<file path="src/rtl/dpram_port_arbiter.sv">
// Two-port front end for a single-port RAM: picks one requester per cycle,
// with optional bounded burst locking, and routes read data back to its port.
module dpram_port_arbiter #(
  parameter int unsigned AW        = 8,
  parameter int unsigned DW        = 16,
  parameter int unsigned MAX_BURST = 4
) (
  input  logic          clk,
  input  logic          rst,
  input  logic          a_req,
  input  logic          a_we,
  input  logic          a_lock,
  input  logic [AW-1:0] a_addr,
  input  logic [DW-1:0] a_wdata,
  input  logic          b_req,
  input  logic          b_we,
  input  logic          b_lock,
  input  logic [AW-1:0] b_addr,
  input  logic [DW-1:0] b_wdata,
  output logic          a_gnt,
  output logic          b_gnt,
  output logic          a_rvalid,
  output logic          b_rvalid,
  output logic [DW-1:0] a_rdata,
  output logic [DW-1:0] b_rdata,
  output logic          ram_en,
  output logic          ram_we,
  output logic [AW-1:0] ram_addr,
  output logic [DW-1:0] ram_wdata,
  input  logic [DW-1:0] ram_rdata
);

  typedef enum logic {PORT_A = 1'b0, PORT_B = 1'b1} port_e;

  localparam logic [3:0] BURST_MAX = 4'(MAX_BURST);

  port_e         last_grant_q, last_grant_d;
  logic [3:0]    burst_cnt_q, burst_cnt_d;
  logic          s1_valid_q, s1_valid_d;
  port_e         s1_port_q, s1_port_d;
  logic          s2_valid_q, s2_valid_d;
  port_e         s2_port_q, s2_port_d;
  logic [DW-1:0] a_rdata_q, a_rdata_d;
  logic [DW-1:0] b_rdata_q, b_rdata_d;
  logic          grant_a, grant_b;
  logic          owner_keeps;

  // Owner keeps a contested grant only while locked and under the burst limit.
  always_comb begin
    grant_a     = 1'b0;
    grant_b     = 1'b0;
    owner_keeps = ((last_grant_q == PORT_A) ? a_lock : b_lock) &&
                  (burst_cnt_q < BURST_MAX);
    if (!rst) begin
      if (a_req && b_req) begin
        if (last_grant_q == PORT_A) begin
          grant_a = owner_keeps;
          grant_b = !owner_keeps;
        end else begin
          grant_b = owner_keeps;
          grant_a = !owner_keeps;
        end
      end else begin
        grant_a = a_req;
        grant_b = b_req;
      end
    end
  end

  assign a_gnt     = grant_a;
  assign b_gnt     = grant_b;
  assign ram_en    = grant_a || grant_b;
  assign ram_we    = grant_a ? a_we : (grant_b ? b_we : 1'b0);
  assign ram_addr  = grant_b ? b_addr : a_addr;
  assign ram_wdata = grant_b ? b_wdata : a_wdata;

  always_comb begin
    last_grant_d = last_grant_q;
    burst_cnt_d  = burst_cnt_q;
    if (grant_a || grant_b) begin
      last_grant_d = grant_a ? PORT_A : PORT_B;
      if (last_grant_d != last_grant_q) begin
        burst_cnt_d = 4'd1;
      end else if (burst_cnt_q < BURST_MAX) begin
        burst_cnt_d = burst_cnt_q + 4'd1;
      end
    end
    s1_valid_d = ram_en && !ram_we;
    s1_port_d  = grant_b ? PORT_B : PORT_A;
    s2_valid_d = s1_valid_q;
    s2_port_d  = s1_port_q;
    a_rdata_d  = a_rdata_q;
    b_rdata_d  = b_rdata_q;
    if (s1_valid_q) begin
      if (s1_port_q == PORT_A) begin
        a_rdata_d = ram_rdata;
      end else begin
        b_rdata_d = ram_rdata;
      end
    end
  end

  always_ff @(posedge clk) begin
    if (rst) begin
      last_grant_q <= PORT_B;
      burst_cnt_q  <= '0;
      s1_valid_q   <= 1'b0;
      s1_port_q    <= PORT_A;
      s2_valid_q   <= 1'b0;
      s2_port_q    <= PORT_A;
      a_rdata_q    <= '0;
      b_rdata_q    <= '0;
    end else begin
      last_grant_q <= last_grant_d;
      burst_cnt_q  <= burst_cnt_d;
      s1_valid_q   <= s1_valid_d;
      s1_port_q    <= s1_port_d;
      s2_valid_q   <= s2_valid_d;
      s2_port_q    <= s2_port_d;
      a_rdata_q    <= a_rdata_d;
      b_rdata_q    <= b_rdata_d;
    end
  end

  // Masked by rst so a pulse already in the last stage never escapes.
  assign a_rvalid = s2_valid_q && (s2_port_q == PORT_A) && !rst;
  assign b_rvalid = s2_valid_q && (s2_port_q == PORT_B) && !rst;
  assign a_rdata  = a_rdata_q;
  assign b_rdata  = b_rdata_q;

endmodule

</file>
<file path="config.mk">
export PLATFORM = sky130hd
export DESIGN_NAME = dpram_port_arbiter
export DESIGN_NICKNAME = d
export VERILOG_FILES = /design/src/rtl/dpram_port_arbiter.sv
export SDC_FILE = /design/constraint.sdc
export NUM_CORES = 1
export LEC_CHECK = 0
export CORE_MARGIN = 4
export CORE_UTILIZATION = 60
export CTS_CLUSTER_SIZE = 24
export DETAILED_ROUTE_END_ITERATION = 16
export DONT_BUFFER_PORTS = 1
export GPL_ROUTABILITY_DRIVEN = 0
export PLACE_DENSITY_LB_ADDON = 0.15
export SLEW_MARGIN = 20
export SYNTH_ARGS = -nofsm -noshare
export SYNTH_HDL_FRONTEND = slang
export SYNTH_SLANG_ARGS = --single-unit
</file>
<file path="constraint.sdc">
create_clock -name clk -period 1.7 [get_ports clk]
set_input_delay 0 -clock clk [delete_from_list [all_inputs] [get_ports clk]]
set_output_delay 0 -clock clk [all_outputs]
set_load 0.1 [all_outputs]
</file>
After elaboration in Yosys (flattened, before gate mapping):

Cells that the tools add are included.

* multipliers: 0
* div/mod/pow operators: 0
* add/sub/neg operators: 1
* shift operators: 0
* bitwise logic cells: 2
* $lt $le $gt $ge: 1
* reduce and logical (&&, ||, !) cells: 15
* equal/unequal tests: 1
* mux-type cells: 15

Operators by type and width (number)
* $mux 16: 1
* $mux 1: 11
* $mux 4: 2
* $mux 8: 1
* $logic_and 1x1->1: 7
* $reduce_and 2->1: 3
* $add 4x1->4 const B: 1
* $lt 4x3->1 const B: 1
* $logic_not 1->1: 3
* $not 1->1: 2
* $reduce_bool 2->1: 1
* $logic_or 1x1->1: 1
* $ne 1x1->1: 1

* bits in latches: 0
* logic and storage cells: 43
* RAM bits: 0
* memory bits (read-only): 0
* output and inout bits: 62
* flip-flop bits (word level): 41
* memories kept: 0
* bits of input ports: 72

Logic depth before layout (Yosys ltp):

* word-level depth: 10
* mapped depth: 6
* mapped depth without buffers: 5

Worst setup path after synthesis:

OpenSTA, ideal clock, no wires.

* path type: flip-flop to output port
* start point: register burst_cnt_q[2]
* end point: output ram_we
* stages on the path, launching flop included: 5
* path slack: -1.474 ns
* path buffers: 0
* arrival time: 3.174 ns
* required time: 1.700 ns
* cell sequence: dfxtp_1 > nor3b_2 > o21ai_0 > a21oi_1 > a22o_1

* elaborated cells on any way between the ends: 11
* those cells by class: order compare (1); mux (8); reduce/logical (2)

RTL lines
* start: declaration: RTL line 38 `logic [3:0] burst_cnt_q, burst_cnt_d;`
* start signal: assignment: RTL line 115 `burst_cnt_q <= burst_cnt_d;`
* $lt 4x3->1 (*): RTL line 53 `(burst_cnt_q < BURST_MAX);`
* $logic_and 1x1->1 (*): RTL line 52 `owner_keeps = ((last_grant_q == PORT_A) ? a_lock : b_lock) &&`
* $logic_not 1->1: RTL line 61 `grant_a = !owner_keeps;`
* $mux 1 (*): RTL line 56 `if (last_grant_q == PORT_A) begin`
* $mux 1 (*): RTL line 55 `if (a_req && b_req) begin`
* $mux 1 (*): RTL line 54 `if (!rst) begin`
* net a_gnt: RTL line 20 `output logic a_gnt,`
* $mux 1 (*): RTL line 73 `assign ram_we = grant_a ? a_we : (grant_b ? b_we : 1'b0);`
* end: declaration: RTL line 27 `output logic ram_we,`

Mark *: on every way through the listed nets, which the timed path passes. The rest lies on a longest branch.

Worst setup path in the final report:

* start point: register last_grant_q
* end point: output ram_wdata[3]

* word-level cells in the longest chain between the ends: 7

Ends and longest elaborated chain
* start: declaration: RTL line 37 `port_e last_grant_q, last_grant_d;`
* start signal: assignment: RTL line 114 `last_grant_q <= last_grant_d;`
* $mux 1: RTL line 52
* $logic_and 1x1->1: RTL line 52
* $logic_not 1->1: RTL line 58 `grant_b = !owner_keeps;`
* $mux 1 (*): RTL line 56
* $mux 1 (*): RTL line 55
* $mux 1 (*): RTL line 54
* $mux 16 (*): RTL line 75 `assign ram_wdata = grant_b ? b_wdata : a_wdata;`
* end: declaration: RTL line 29 `output logic [DW-1:0] ram_wdata,`

Mark *: on every way between the ends. The rest lies on a longest branch, timed or not.

==> summary.txt <==
Status
  – Outcome: finished, violations left
  – Failing checks: negative hold slack, negative setup slack

STA
  – Worst-case hold slack: -88.3 ps
  – Setup ws final: -313 ps
  – Max Clock Freq: 497 MHz
  – Period minus WS final: 2010 ps
  – Worst Skew: 7.52 ps
  – Worst Max-Slew Pin Slew: 753 ps
  – Final Hold Viols: 36
  – Period utilization: 1.18
  – RSZ-0062 raised after global routing: true
  – Post-Route Setup TNS: -7650 ps
  – Worst slew margin: 0.498
  – Max-slew violation count: 0
  – Final setup violation count: 27

Die
  – FP Rows: 20
  – Die area: 4220 um2
  – Top-level I/O count: around 130
  – Die X: roughly 65 um
  – Chip Height: 64.9 um
  – Core area: 3080 um2
  – Initial Utilization: 0.632

CTS
  – Num Clock Sinks: 41
  – Htree depth: 2
  – Clock root buffer master: clkbuf_4
  – Cts-stage hold buffer count: 24
  – Clock Pin Slew Worst Setup and Hold Paths: 120 ps
  – CTS Buf Count: 5
  – Worst-case clock buffer depth: 2
  – CTS tree: done
  – Worst-Skew Late Latency: 370 ps

Route
  – DR pass1 iterations: 5
  – Avg WL per Cell: approximately 25 um
  – DR iter-0 viols: 214
  – Detail Route Antenna Nets: 0
  – Post-DR vias/cell: 6.37
  – Via count: 2147
  – DRC viols: 0
  – Routed WL: 8430 um

Job
  – Max_cap viols: 0

Pwr
  – Leakage: approximately 0.0013 uW
  – Worst vdd ir: approximately 0.00073 V
  – Pwr per Cell Area: 901 nW/um2

Logic synthesis
  – Post-synth top area cell: dfxtp_1
  – Net count after synthesis: around 290
  – Synth top area cells: dfxtp_1 (42%), mux2_4 (13%), nand2_1 (13%)
  – Count of distinct cell types in the synthesized netlist: 31
  – Flops & latches, synth: 41
  – Post-synthesis sequential area ratio: 0.422
  – Post-Syn Area per Cell: 8.84 um2
  – Instance count of the mapped netlist: 220
  – Cell area after synthesis: 1940 um2
  – Area share of the largest cell type after synthesis: 0.422
  – YS warnings: 0

Final layout
  – Most common cell after layout, fill and taps aside: nand2_1
  – Most frequent cells in the layout: nand2_1 (67), buf_4 (42), dfxtp_1 (38), a21oi_1 (34), dlygate4sd3_1 (23)
  – Fraction of layout cells with a size suffix above 1: 0.341
  – Register area: 827 um2
  – Nets: between 300 and 400
  – Multi-input logic area: 1120 um2
  – FILL cells: between 100 and 150
  – Syn-to-layout area delta: 48.3%
  – # diodes: 0

Global routing
  – Overflow left after global routing: 0
  – Vias in the first global route: 2140
  – Largest net degree at the start of global routing: 41
  – First-pass GRT wire length: 11900 um
  – GRT Util Overall: 0.375
  – Initial antenna violation count: 0

Worst setup path
  – R2r setup slk: 80 ps
  – Critical path capture point type: output pin
  – CP Data Arrival Time: 2010 ps
  – Critical path class: reg -> out
  – Crit path max fanout: 10
  – CP Data Required Time: 1700 ps
  – Critical path startpoint category: flip-flop

Worst hold path
  – Worst hold path type: in -> reg

Place
  – Port bufs: 0
  – Post-DP HPWL: approximately 4200 um
## state kept, by name, indices dropped and copies added (netlist names)
signal,count
a_rdata,16
s2_port_q,1
burst_cnt_q,4
b_rdata,16
s1_valid_q,1
last_grant_q,1
s2_valid_q,1
s1_port_q,1
## critical path, cell delays in order, from the launching register on
cell and delay [ps]:
dfxtp_2 470, nand4bb_4 180, o211ai_4 150, nand3_4 190, buf_12 200, mux2_4 440
## Yosys cell counts
cell and count:
nand2_1 67, dfxtp_1 41, a21oi_1 35, mux2_4 17
clkbuf_1 10, inv_1 7, mux2_2 7, nand2b_1 4
nor2_1 3, nor2b_1 3, buf_1 2, buf_6 2
nor3b_1 2, o21ai_0 2, o2bb2ai_1 2, a211oi_4 1
a22o_1 1, and2_1 1, and3_1 1, ha_1 1
mux2i_1 1, nand3_4 1, nand4bb_2 1, nor3_1 1
nor3b_2 1, o2111a_1 1, o2111ai_1 1, o211a_1 1
o211ai_1 1, o211ai_2 1, or2_2 1
## final timing paths
kind,from,to,cells after the start
hold / removal,rst,b_rdata[15],2
hold reg to reg,b_rdata[10],b_rdata[10],2
setup / recovery,last_grant_q,ram_wdata[3],5
setup reg to reg,burst_cnt_q[2],burst_cnt_q[1],4
## area by class of cell
| cell class | count | share of cell area |
|---|---|---|
| Clock buffer | 6 | 0.0143 |
| Timing Repair Buffer | 78 | 0.278 |
| Tap cell | 44 | 0.0191 |
| Sequential cell | 41 | 0.287 |
| Multi-Input combinational cell | 159 | 0.389 |
| Clock inverter | 2 | 0.00347 |
| Inverter | 7 | 0.00911 |
## where the power goes
group | internal [uW] | switching, uW
sequential | 995 | 31.2
combinational | 288 | 775
clock | 158 | 351
## stage by stage
| step | power (uW) | cell area [um2] | setup WS [ps] | cells | utilization |
|---|---|---|---|---|---|
| 3_3_place_gp | 1940 | 2440 | 149 | 298 | 0.793 |
| 4_1_cts | 2510 | 2850 | -225 | 335 | 0.926 |
| 3_5_place_dp | 1960 | 2440 | 68.7 | 298 | 0.793 |
| 2_1_floorplan | 1810 | 1960 | -820 | 220 | - |
| 5_1_grt | 2640 | 2880 | -358 | 337 | 0.937 |
| 6_report | 2600 | 2880 | -313 | 337 | 0.937 |
## logic make-up (layout without fill, tap and decap cells)
| kind of cell | after synthesis | count (layout) | share of synthesized area |
|---|---|---|---|
| flops | 41 | 41 | 0.422 |
| buf+inv | 21 | 93 | 0.0483 |
| simple gates | 86 | 87 | 0.201 |
| mux | 25 | 25 | 0.177 |
| compound gates | 46 | 46 | 0.145 |
| fa+ha+maj | 1 | 1 | 0.00643 |
## repair_timing
item,4_1_cts,5_1_grt
cloned,1,0
endpoints found under the hold margin,41,36
resized for setup,15,3
pin swaps,3,3
setup buffers,4,2
setup endpoints to repair,27,27
## layer usage
metal | track usage | routed length [um]
met1 | 0.433 | 2870
met2 | 0.613 | 4150
met3 | 0.116 | 981
met4 | 0.208 | 426
met5 | 0 | 0
No activity file was read; power rests on OpenSTA's default activity.
